[src/rtl/alu_pipe_if.sv]
// Valid/ready operand and result bundle for alu_pipe.
// Slave side is the ALU and master side is the issuing logic.
interface alu_pipe_if #(
  parameter int unsigned WIDTH = 16
);
  logic             in_valid;
  logic             in_ready;
  logic [WIDTH-1:0] in_a;
  logic [WIDTH-1:0] in_b;
  logic [3:0]       in_op;
  logic             out_valid;
  logic             out_ready;
  logic [WIDTH-1:0] out_result;
  logic             out_err;
  logic [2:0]       flags;

  modport master (
    output in_valid, in_a, in_b, in_op, out_ready,
    input  in_ready, out_valid, out_result, out_err, flags
  );

  modport slave (
    input  in_valid, in_a, in_b, in_op, out_ready,
    output in_ready, out_valid, out_result, out_err, flags
  );
endinterface

[src/rtl/alu_pipe.sv]
// Two-stage valid/ready ALU: issue register S1, result register S2 with {Z,V,N} flags.
// Define ALU_PIPE_MUL_EN to enable the iterative signed multiply on opcode 4'hA.
module alu_pipe #(
  parameter int unsigned WIDTH = 16
) (
  input logic       clk,
  input logic       rst_n,
  alu_pipe_if.slave bus
);
  localparam int unsigned SHW   = $clog2(WIDTH);
  localparam int unsigned NBYTE = 2 * WIDTH / 8;
  localparam int unsigned NNIB  = WIDTH / 4;

  localparam logic [3:0] OpAdd    = 4'h0;
  localparam logic [3:0] OpSub    = 4'h1;
  localparam logic [3:0] OpXor    = 4'h2;
  localparam logic [3:0] OpRed    = 4'h3;
  localparam logic [3:0] OpSll    = 4'h4;
  localparam logic [3:0] OpSra    = 4'h5;
  localparam logic [3:0] OpRor    = 4'h6;
  localparam logic [3:0] OpPaddsb = 4'h7;
  localparam logic [3:0] OpLlb    = 4'h8;
  localparam logic [3:0] OpLhb    = 4'h9;
`ifdef ALU_PIPE_MUL_EN
  localparam logic [3:0] OpMul    = 4'hA;
`endif

  localparam logic [WIDTH-1:0] SatMax = {1'b0, {(WIDTH-1){1'b1}}};
  localparam logic [WIDTH-1:0] SatMin = {1'b1, {(WIDTH-1){1'b0}}};

  logic             s1_valid;
  logic [WIDTH-1:0] s1_a, s1_b;
  logic [3:0]       s1_op;
  logic             s1_go, op_done;

  logic             out_valid_q, out_err_q;
  logic [WIDTH-1:0] out_result_q;
  logic [2:0]       flags_q;

  logic [WIDTH-1:0] res;
  logic             err, v, upd_z, upd_vn;

  logic [WIDTH-1:0]   add_r, sub_r, red_r, pad_r, sll_r, sra_r, ror_r;
  logic               add_ov, sub_ov;
  logic [SHW-1:0]     amt;
  logic [2*WIDTH-1:0] ab;
  logic [4:0]         nib;

  assign s1_go        = s1_valid && op_done && (!out_valid_q || bus.out_ready);
  assign bus.in_ready = !s1_valid || s1_go;

  assign bus.out_valid  = out_valid_q;
  assign bus.out_result = out_result_q;
  assign bus.out_err    = out_err_q;
  assign bus.flags      = flags_q;

  // Saturation only on same-sign add / opposite-sign subtract that flips sign.
  assign add_r  = s1_a + s1_b;
  assign sub_r  = s1_a - s1_b;
  assign add_ov = (s1_a[WIDTH-1] == s1_b[WIDTH-1]) && (add_r[WIDTH-1] != s1_a[WIDTH-1]);
  assign sub_ov = (s1_a[WIDTH-1] != s1_b[WIDTH-1]) && (sub_r[WIDTH-1] != s1_a[WIDTH-1]);

  assign amt   = s1_b[SHW-1:0];
  assign sll_r = s1_a << amt;
  assign sra_r = WIDTH'($signed(s1_a) >>> amt);
  assign ror_r = (s1_a >> amt) | (s1_a << (WIDTH - 32'(amt)));
  assign ab    = {s1_b, s1_a};

  always_comb begin
    red_r = '0;
    for (int i = 0; i < NBYTE; i++) begin
      red_r = red_r + WIDTH'($signed(ab[8*i +: 8]));
    end
  end

  always_comb begin
    pad_r = '0;
    nib   = '0;
    for (int j = 0; j < NNIB; j++) begin
      nib = {s1_a[4*j+3], s1_a[4*j +: 4]} + {s1_b[4*j+3], s1_b[4*j +: 4]};
      if (nib[4] != nib[3]) pad_r[4*j +: 4] = nib[4] ? 4'h8 : 4'h7;
      else                  pad_r[4*j +: 4] = nib[3:0];
    end
  end

`ifdef ALU_PIPE_MUL_EN
  typedef enum logic [1:0] {MulIdle, MulIter, MulDone} mul_st_e;

  mul_st_e            mul_st;
  logic [SHW-1:0]     mul_cnt;
  logic [2*WIDTH-1:0] mul_acc, mul_mc, mul_mc_cur, mul_acc_cur, mul_addend, mul_step;
  logic [WIDTH-1:0]   mul_mp, mul_mp_cur;
  logic               mul_last, mul_ovf;

  // The first iteration runs straight from S1 so the product is ready after WIDTH edges.
  assign mul_mc_cur  = (mul_st == MulIdle) ? (2*WIDTH)'($signed(s1_a)) : mul_mc;
  assign mul_mp_cur  = (mul_st == MulIdle) ? s1_b : mul_mp;
  assign mul_acc_cur = (mul_st == MulIdle) ? '0 : mul_acc;
  assign mul_addend  = mul_mp_cur[0] ? mul_mc_cur : '0;
  assign mul_last    = (mul_st == MulIter) && (mul_cnt == SHW'(WIDTH - 1));
  // The multiplier sign bit carries weight -2^(WIDTH-1).
  assign mul_step    = mul_last ? (mul_acc_cur - mul_addend) : (mul_acc_cur + mul_addend);
  assign mul_ovf     = !((&mul_acc[2*WIDTH-1:WIDTH-1]) || !(|mul_acc[2*WIDTH-1:WIDTH-1]));
  assign op_done     = (s1_op != OpMul) || (mul_st == MulDone);

  always_ff @(posedge clk or negedge rst_n) begin
    if (!rst_n) begin
      mul_st  <= MulIdle;
      mul_cnt <= '0;
      mul_acc <= '0;
      mul_mc  <= '0;
      mul_mp  <= '0;
    end else begin
      unique case (mul_st)
        MulIdle: begin
          if (s1_valid && (s1_op == OpMul)) begin
            mul_acc <= mul_step;
            mul_mc  <= mul_mc_cur << 1;
            mul_mp  <= mul_mp_cur >> 1;
            mul_cnt <= SHW'(1);
            mul_st  <= MulIter;
          end
        end
        MulIter: begin
          mul_acc <= mul_step;
          mul_mc  <= mul_mc_cur << 1;
          mul_mp  <= mul_mp_cur >> 1;
          mul_cnt <= mul_cnt + SHW'(1);
          if (mul_last) mul_st <= MulDone;
        end
        MulDone: begin
          if (s1_go) mul_st <= MulIdle;
        end
        default: mul_st <= MulIdle;
      endcase
    end
  end
`else
  assign op_done = 1'b1;
`endif

  always_comb begin
    res    = '0;
    err    = 1'b0;
    v      = 1'b0;
    upd_z  = 1'b0;
    upd_vn = 1'b0;
    case (s1_op)
      OpAdd: begin
        v      = add_ov;
        res    = add_ov ? (s1_a[WIDTH-1] ? SatMin : SatMax) : add_r;
        upd_z  = 1'b1;
        upd_vn = 1'b1;
      end
      OpSub: begin
        v      = sub_ov;
        res    = sub_ov ? (s1_a[WIDTH-1] ? SatMin : SatMax) : sub_r;
        upd_z  = 1'b1;
        upd_vn = 1'b1;
      end
      OpXor: begin
        res   = s1_a ^ s1_b;
        upd_z = 1'b1;
      end
      OpRed:    res = red_r;
      OpSll: begin
        res   = sll_r;
        upd_z = 1'b1;
      end
      OpSra: begin
        res   = sra_r;
        upd_z = 1'b1;
      end
      OpRor: begin
        res   = ror_r;
        upd_z = 1'b1;
      end
      OpPaddsb: res = pad_r;
      OpLlb:    res = (s1_a & ({WIDTH{1'b1}} << 8)) | WIDTH'(s1_b[7:0]);
      OpLhb:    res = (s1_a & ({WIDTH{1'b1}} >> 8)) | (WIDTH'(s1_b[7:0]) << (WIDTH - 8));
`ifdef ALU_PIPE_MUL_EN
      OpMul: begin
        res    = mul_acc[WIDTH-1:0];
        v      = mul_ovf;
        upd_z  = 1'b1;
        upd_vn = 1'b1;
      end
`endif
      default:  err = 1'b1;
    endcase
  end

  always_ff @(posedge clk or negedge rst_n) begin
    if (!rst_n) begin
      s1_valid <= 1'b0;
      s1_a     <= '0;
      s1_b     <= '0;
      s1_op    <= '0;
    end else if (bus.in_valid && bus.in_ready) begin
      s1_valid <= 1'b1;
      s1_a     <= bus.in_a;
      s1_b     <= bus.in_b;
      s1_op    <= bus.in_op;
    end else if (s1_go) begin
      s1_valid <= 1'b0;
    end
  end

  always_ff @(posedge clk or negedge rst_n) begin
    if (!rst_n) begin
      out_valid_q  <= 1'b0;
      out_result_q <= '0;
      out_err_q    <= 1'b0;
      flags_q      <= '0;
    end else if (s1_go) begin
      out_valid_q  <= 1'b1;
      out_result_q <= res;
      out_err_q    <= err;
      if (upd_z) flags_q[2] <= (res == '0);
      if (upd_vn) begin
        flags_q[1] <= v;
        flags_q[0] <= res[WIDTH-1];
      end
    end else if (bus.out_ready) begin
      out_valid_q <= 1'b0;
    end
  end
endmodule
[src/flat_wrapper.sv]
// flat-port wrapper written by rule: the top's interface ports become plain ports
module alu_pipe_flat 
#(
  parameter int unsigned WIDTH = 16
)
  (clk, rst_n, bus_in_valid, bus_in_a, bus_in_b, bus_in_op, bus_out_ready, bus_in_ready, bus_out_valid, bus_out_result, bus_out_err, bus_flags);
  alu_pipe_if #(.WIDTH(WIDTH)) bus_i ();
  input logic clk;
  input logic rst_n;
  input wire logic [$bits(bus_i.in_valid)-1:0] bus_in_valid;
  input wire logic [$bits(bus_i.in_a)-1:0] bus_in_a;
  input wire logic [$bits(bus_i.in_b)-1:0] bus_in_b;
  input wire logic [$bits(bus_i.in_op)-1:0] bus_in_op;
  input wire logic [$bits(bus_i.out_ready)-1:0] bus_out_ready;
  output wire logic [$bits(bus_i.in_ready)-1:0] bus_in_ready;
  output wire logic [$bits(bus_i.out_valid)-1:0] bus_out_valid;
  output wire logic [$bits(bus_i.out_result)-1:0] bus_out_result;
  output wire logic [$bits(bus_i.out_err)-1:0] bus_out_err;
  output wire logic [$bits(bus_i.flags)-1:0] bus_flags;
  assign bus_i.in_valid = bus_in_valid;
  assign bus_i.in_a = bus_in_a;
  assign bus_i.in_b = bus_in_b;
  assign bus_i.in_op = bus_in_op;
  assign bus_i.out_ready = bus_out_ready;
  assign bus_in_ready = bus_i.in_ready;
  assign bus_out_valid = bus_i.out_valid;
  assign bus_out_result = bus_i.out_result;
  assign bus_out_err = bus_i.out_err;
  assign bus_flags = bus_i.flags;
  alu_pipe #(.WIDTH(WIDTH)) u_core (.clk(clk), .rst_n(rst_n), .bus(bus_i));
endmodule
[config.mk]
export PLATFORM = sky130hd
export DESIGN_NAME = alu_pipe_flat
export DESIGN_NICKNAME = d
export VERILOG_FILES = /design/src/rtl/alu_pipe_if.sv /design/src/rtl/alu_pipe.sv /design/src/flat_wrapper.sv
export SDC_FILE = /design/constraint.sdc
export NUM_CORES = 1
export LEC_CHECK = 0
export ABC_CLOCK_PERIOD_IN_PS = 5800
export CORE_ASPECT_RATIO = 2
export CORE_MARGIN = 2
export CORE_UTILIZATION = 35
export DETAILED_ROUTE_END_ITERATION = 6
export SLEW_MARGIN = 10
export SYNTH_ARGS = -nofsm -noshare
export SYNTH_HDL_FRONTEND = slang
export SYNTH_SLANG_ARGS = --single-unit
export TNS_END_PERCENT = 30
[constraint.sdc]
create_clock -name clk -period 5.8 [get_ports clk]
set_clock_uncertainty 0.05 [all_clocks]
set_input_delay 0.87 -clock clk [delete_from_list [all_inputs] [get_ports clk]]
set_output_delay 0.87 -clock clk [all_outputs]
set_load 0.01 [all_outputs]
==> results.md, run 1 <==
- Distinct cells, synth: 89
- Primary FF master, synth: dfrtp_1
- CP Launch Type: register
- Worst setup margin: 0.339 ns
- Routability cong.: between 1 and 1.5
- VDD IR max: 219 uV
- Filler cells: 2662
- Starting DRC count in detailed routing: 676
- Final instance area: ~0.010 mm2
- Maximum clock rate: 0.183 GHz
- Max-Cap Viols: 0
- Pwr Density: ~440 mW/mm2
- Antenna Cells: 0
- Crit path kind: reg -> reg
- Top cells by count, synth: nor2_1, nand2_1, o21ai_0
- Root Driver: clkbuf_16
- Hold-fix buffers, CTS: 0
- Post-route ant nets: 0
- Mapped Avg Cell Area: 8.14 um2
- Initial antenna violation count: 0
- Layout cell share with drive strength beyond 1: 0.159
- Max_slew headroom: 0.173
- DP Worst Slack: 0.278 ns
- Largest net degree at the start of global routing: 59
- Top cells by area, synth: dfrtp_1, mux2_2, ha_1
- Hold Slack: 0.429 ns
- Vias in the first global route: 9659
- Worst Setup End Kind: register
- Critical Path RT: 6.01 ns
- CTS tree: yes
- Drt via density: 6.42
- Worst-Margin Slew: 1.23 ns
- # DRC: 0
- Pleak: approximately 4.2 nW
- Final Max Tran Viols: 0
- FP Rows: 83
- Mapped Area: just over 0.009 mm2
- PortBufs: 61
- Area growth, synth to finish: 15.1%
- Vias post-DR: roughly 9.7k
- Total power: 4.66 mW
- Setup-failing EPs final: 0
- Die ar.: 0.0274 mm2
- Post-synth EDFFs: 0
- Synth Net Count: 1228
- Hold Crit Class: reg -> reg
- Final Cycle Share: 0.942
- GR Util All Layers: 0.326
- Share of flip-flops with an asynchronous set or reset: 1.00
- Count leader, synth: nor2_1
- Clock Pin Slew Worst Setup and Hold Paths: 0.05 ns
- CTS Sinks: 58
- Initial core utilization: 0.355
- Drt total wl: 45.1 mm
- WL per Instance: 29.9 um
- Sequential fraction of the synthesis area: 0.159
- RSZ-0062 raised after global routing: no
- Htree depth: 3
- Clk buf depth: 2
- Cell taking the most area after synthesis: dfrtp_1
- Drt first pass iters: 7
- Syn. warnings: 0
- Nets: 1270
- Share of the synthesized area in the top cell type: 0.159
- Status: completed
- Die Wd: 118 um
- DP Area: about 0.010 mm2
- Grt ovf: 0
- Clock buffer count from CTS: 9
- Seq cells post-synth: 58
- Worst endpoint data arrival time: 5.67 ns
- Core area: 0.0257 mm2
- Setup_tns: 0 ns
- Detailed placement HPWL: 35.5 mm
- Hold Vio Cnt, Final: 0
- Clock Latency Late Sink: 0.36 ns
- Die height: 232 um
- Min cycle time layout: 5.46 ns
- IO Count: 62
- Syn Inst Count: 1120
- First-pass GRT wire length: approximately 65 mm
- Post-CTS sizing: 0
- CP max FO: 11
- # Post-CTS Setup Buffers: 0
layer usage:
layer / global-route usage / up-vias / wire length (um)
met5: 0 / - / 0
met2: 0.571 / 449 / 22400
met1: 0.323 / 4739 / 15100
met3: 0.0489 / 193 / 2260
met4: 0.315 / 0 / 5340
li1: - / 4293 / -
through the flow:
step           utilization  cells
2_1_floorplan            -   1120
3_3_place_gp         0.398   1491
3_5_place_dp         0.398   1491
4_1_cts              0.409   1507
5_1_grt              0.409   1507
6_report             0.409   1507
registers in the layout, indices dropped and copies added, names as in the netlist:
name                   cells
u_core.s1_a               16
u_core.s1_op               4
u_core.bus.out_err         1
u_core.bus.out_valid       1
u_core.s1_b               16
u_core.s1_valid            1
u_core.bus.out_result     16
u_core.bus.flags           3
worst paths after layout:
path | to | slack (ns) | cells after the start | start
worst max-delay path | u_core.bus.flags[2] | 0.34 | 19 | u_core.s1_b[5]
worst min-delay path | u_core.bus.out_result[15] | 0.43 | 2 | u_core.bus.out_result[15]
worst max register to register | u_core.bus.flags[2] | 0.34 | 19 | u_core.s1_b[5]
worst min register to register | u_core.bus.out_result[15] | 0.43 | 2 | u_core.bus.out_result[15]
max in group asynchronous | u_core.s1_b[1] | 4.46 | 2 | rst_n
min in group asynchronous | u_core.s1_b[6] | 0.64 | 2 | rst_n
kinds of logic after synthesis:
family,share of synthesized area
flops,0.159
mux,0.174
simple gates,0.202
fa+ha+maj,0.107
xor+xnor,0.0384
compound gates,0.253
buf+inv,0.0668
worst max-delay path, cell delays in order, from the launching register on:
cell and delay, ns:
dfrtp_1 0.34, inv_1 0.07, ha_1 0.41, or2_0 0.30
or4b_2 0.61, a21o_1 0.19, a31oi_1 0.38, a21oi_1 0.13
nor2_1 0.10, nor2_1 0.07, fa_1 0.50, xnor2_1 0.29
nand2_2 0.21, nand2_1 0.16, o22ai_1 0.11, a2111oi_1 0.52
nand4_1 0.19, nor4bb_1 0.33, nand4_1 0.16, o31ai_2 0.24
final cells by class:
type / instances / area, um2 / share of cell area
Multi-Input combinational cell: 920 / 7090 / 0.675
Sequential cell: 58 / 1450 / 0.139
Timing Repair Buffer: 120 / 1050 / 0.0999
Tap cell: 340 / 425 / 0.0405
Clock buffer: 10 / 239 / 0.0228
Inverter: 53 / 199 / 0.0190
Clock inverter: 6 / 42.5 / 0.00405
cells in the final DEF (no fill, tap or decap), types with 11 or more instances in the layout:
cell type	synthesis	routed
xor2_1	12	11
o21ai_0	68	67
nand2_1	78	76
xnor2_1	28	28
a21oi_1	65	65
inv_1	50	50
a21o_1	11	11
buf_4	0	59
nor3_1	27	27
dfrtp_1	58	56
nand2b_1	21	21
nor2_1	94	94
fa_1	16	16
a211oi_1	24	24
nor4_1	16	15
mux4_2	21	21
mux2_2	59	59
nand3_1	16	16
mux2i_1	41	41
nor2b_1	23	23
clkdlybuf4s50_1	0	60
ha_1	52	52
a31oi_1	19	19
power breakdown:
part	leakage [nW]	internal, mW	total (mW)	switching [mW]
Sequential	0.704	0.496	0.577	0.0809
Combinational	3.32	1.35	3.57	2.22
Clock	0.134	0.300	0.513	0.213
(Power assumes the default switching activity.)
==> inputs of run 2 (changes only) <==
--- a/config.mk
+++ b/config.mk
@@ -10,6 +10,7 @@
 export CORE_MARGIN = 2
 export CORE_UTILIZATION = 35
 export DETAILED_ROUTE_END_ITERATION = 6
+export SKIP_LAST_GASP = 1
 export SLEW_MARGIN = 10
 export SYNTH_ARGS = -nofsm -noshare
 export SYNTH_HDL_FRONTEND = slang
==> results of run 2 <==
No change in the layout: final DEF, timing and power equal those of run 1.
==> inputs of run 3 (changes only) <==
--- a/config.mk
+++ b/config.mk
@@ -10,6 +10,7 @@
 export CORE_MARGIN = 2
 export CORE_UTILIZATION = 35
 export DETAILED_ROUTE_END_ITERATION = 6
+export PLACE_DENSITY = 0.63
 export SKIP_LAST_GASP = 1
 export SLEW_MARGIN = 10
 export SYNTH_ARGS = -nofsm -noshare
==> results.md, run 3 (synthesis gave the netlist of run 1 again) <==
- Status: completed
- Psw: 2.52 mW (+0.16%)
- Vias in the first global route: 9916 (+2.7%)
- CP max FO: 8 (-3)
- GR Util All Layers: 0.332 (+0.00583)
- Root Driver: clkbuf_16
- Post-CTS sizing: 0 (unchanged)
- Crit path kind: reg -> reg
- RSZ-0062 raised after global routing: no
- CP Launch Type: register
- Layout Cells excl Fill: 1511 (+0.27%)
- Final core area utilization: 0.410 (+0.000829)
- Critical Path RT: 6.01 ns (about the same)
- Hold Vio Cnt, Final: 0 (unchanged)
- Logic pwr share: 0.764 (-0.002)
- DP Worst Slack: 0.248 ns (-0.0301 ns)
- P_int: 2.15 mW (+0.32%)
- Sequential power share: 0.125 (about the same)
- Drt via density: 6.47 (+0.72%)
- FP Rows: 83 (unchanged)
- Placed Cells: 1494 (+0.20%)
- Grt ovf: 0 (unchanged)
- Drt first pass iters: 5 (-2)
- Min cycle time layout: 5.57 ns (+0.108 ns)
- Setup-failing EPs final: 0 (unchanged)
- Initial antenna violation count: 1 (+1)
- Filler cells: 2703 (+1.5%)
- Final Cycle Share: 0.960 (+0.0186)
- Most frequent cells in the layout: nor2_1, nand2_1, o21ai_0, a21oi_1, buf_4
- Pleak: 4.18 nW (+0.31%)
- Clk buf depth: 2 (unchanged)
- Setup_tns: 0 ns (unchanged)
- Layout cell share with drive strength beyond 1: 0.160 (+0.00130)
- Area of the multi-input gates: 0.00708 mm2 (about the same)
- Worst-Margin Slew: 1.09 ns (-0.133 ns)
- Clock share of power: 0.111 (about the same)
- Area growth, synth to finish: 15.4%
- Clock Pin Slew Worst Setup and Hold Paths: 0.06 ns (about the same)
- Core area: 0.0257 mm2 (unchanged)
- Starting DRC count in detailed routing: 705 (+4.3%)
- Die Wd: 118 um (unchanged)
- Detailed placement HPWL: 35.6 mm (+0.27%)
- CTS tree: yes
- # Post-CTS Setup Buffers: 0 (unchanged)
- Drt total wl: 45.5 mm (+0.98%)
- Die height: 232 um (unchanged)
- Hold Crit Class: reg -> reg
- Maximum clock rate: 0.180 GHz (-1.9%)
- First-pass GRT wire length: 66.8 mm (+2.5%)
- Clock Latency Late Sink: 0.36 ns (about the same)
- Sw Share: 0.539 (about the same)
- Nets: 1273 (+0.24%)
- Worst endpoint data arrival time: 5.78 ns (+0.11 ns)
- Initial core utilization: 0.355 (unchanged)
- PortBufs: 61 (unchanged)
- Worst setup margin: 0.231 ns (-0.108 ns)
- Die ar.: 0.0274 mm2 (unchanged)
- Most common cell after layout, fill and taps aside: nor2_1
- IO Count: 62 (unchanged)
- Max_slew headroom: 0.261 (+0.0885)
- Clock buffer count from CTS: 9 (unchanged)
- Post-route ant nets: 0 (unchanged)
- Vias post-DR: 9770 (+0.99%)
- WL per Instance: 30.1 um (+0.71%)
- Worst Setup End Kind: register
- # DRC: 0 (unchanged)
- Hold-fix buffers, CTS: 0 (unchanged)
- Largest net degree at the start of global routing: 59 (unchanged)
- Max-Cap Viols: 0 (unchanged)
- Routability cong.: 1.07 (+2.5%)
- VDD IR max: 219 uV (about the same)
- Pwr Density: 444 mW/mm2 (about the same)
- CTS Sinks: 58 (unchanged)
- Final Max Tran Viols: 0 (unchanged)
- Htree depth: 3 (unchanged)
- Seq. cell area: 0.00145 mm2 (unchanged)
[run 3: through the flow]
step / power [mW] / area, um2 / hold WS [ns]
6_report: 4.67 / 10500 / 0.437
5_1_grt: 4.92 / 10500 / 0.463
4_1_cts: 4.58 / 10500 / 0.442
3_5_place_dp: 4.04 / 10200 / 0.430
3_3_place_gp: 4.03 / 10200 / 0.418
2_1_floorplan: 2.77 / 9110 / 0.430
[run 3: power by group through the flow]
stage                     clock [mW]  combinational (mW)  sequential (mW)
after global placement             0                3.45            0.585
after CTS                      0.525                3.47            0.584
after floorplan                    0                2.17            0.601
after global routing           0.541                3.78            0.594
final                          0.518                3.57            0.583
after detailed placement           0                3.45            0.590
[run 3: metal layers]
metal	part of all wire	track usage	vias up
li1	-	-	4293
met1	0.33	0.331	4820
met2	0.51	0.590	453
met3	0.046	0.0435	202
met4	0.11	0.307	2
met5	0.00031	0	-
[run 3: worst paths after layout]
path                                              to  slack, ns                      start  cells after the start
min                        u_core.bus.out_result[15]       0.44  u_core.bus.out_result[15]                      2
min in group asynchronous             u_core.s1_a[3]       0.64                      rst_n                      2
max in group asynchronous             u_core.s1_b[1]       4.47                      rst_n                      2
max                              u_core.bus.flags[2]       0.23            u_core.s1_a[10]                     19
max reg2reg                      u_core.bus.flags[2]       0.23            u_core.s1_a[10]                     19
min reg2reg                u_core.bus.out_result[15]       0.44  u_core.bus.out_result[15]                      2
[run 3: area by class of cell]
cell class	count	area share
Antenna cell	1	0.000238
Clock buffer	10	0.0227
Clock inverter	6	0.00405
Inverter	53	0.0189
Multi-Input combinational cell	920	0.674
Sequential cell	58	0.138
Tap cell	340	0.0405
Timing Repair Buffer	123	0.102
[run 3: critical path, cell delays in order (launching register included)]
cell and delay [ns]:
dfrtp_1 0.52, fa_1 0.57, inv_1 0.06, fa_1 0.46
inv_1 0.07, a21oi_1 0.06, o21bai_1 0.20, a21oi_1 0.10
o21bai_1 0.20, a211oi_1 0.10, mux2_2 0.27, ha_1 0.34
nor4b_1 0.16, o21ai_0 0.18, o21ai_0 0.41, or4_1 0.66
a2111oi_1 0.48, buf_4 0.20, nand4_1 0.10, o31ai_2 0.27
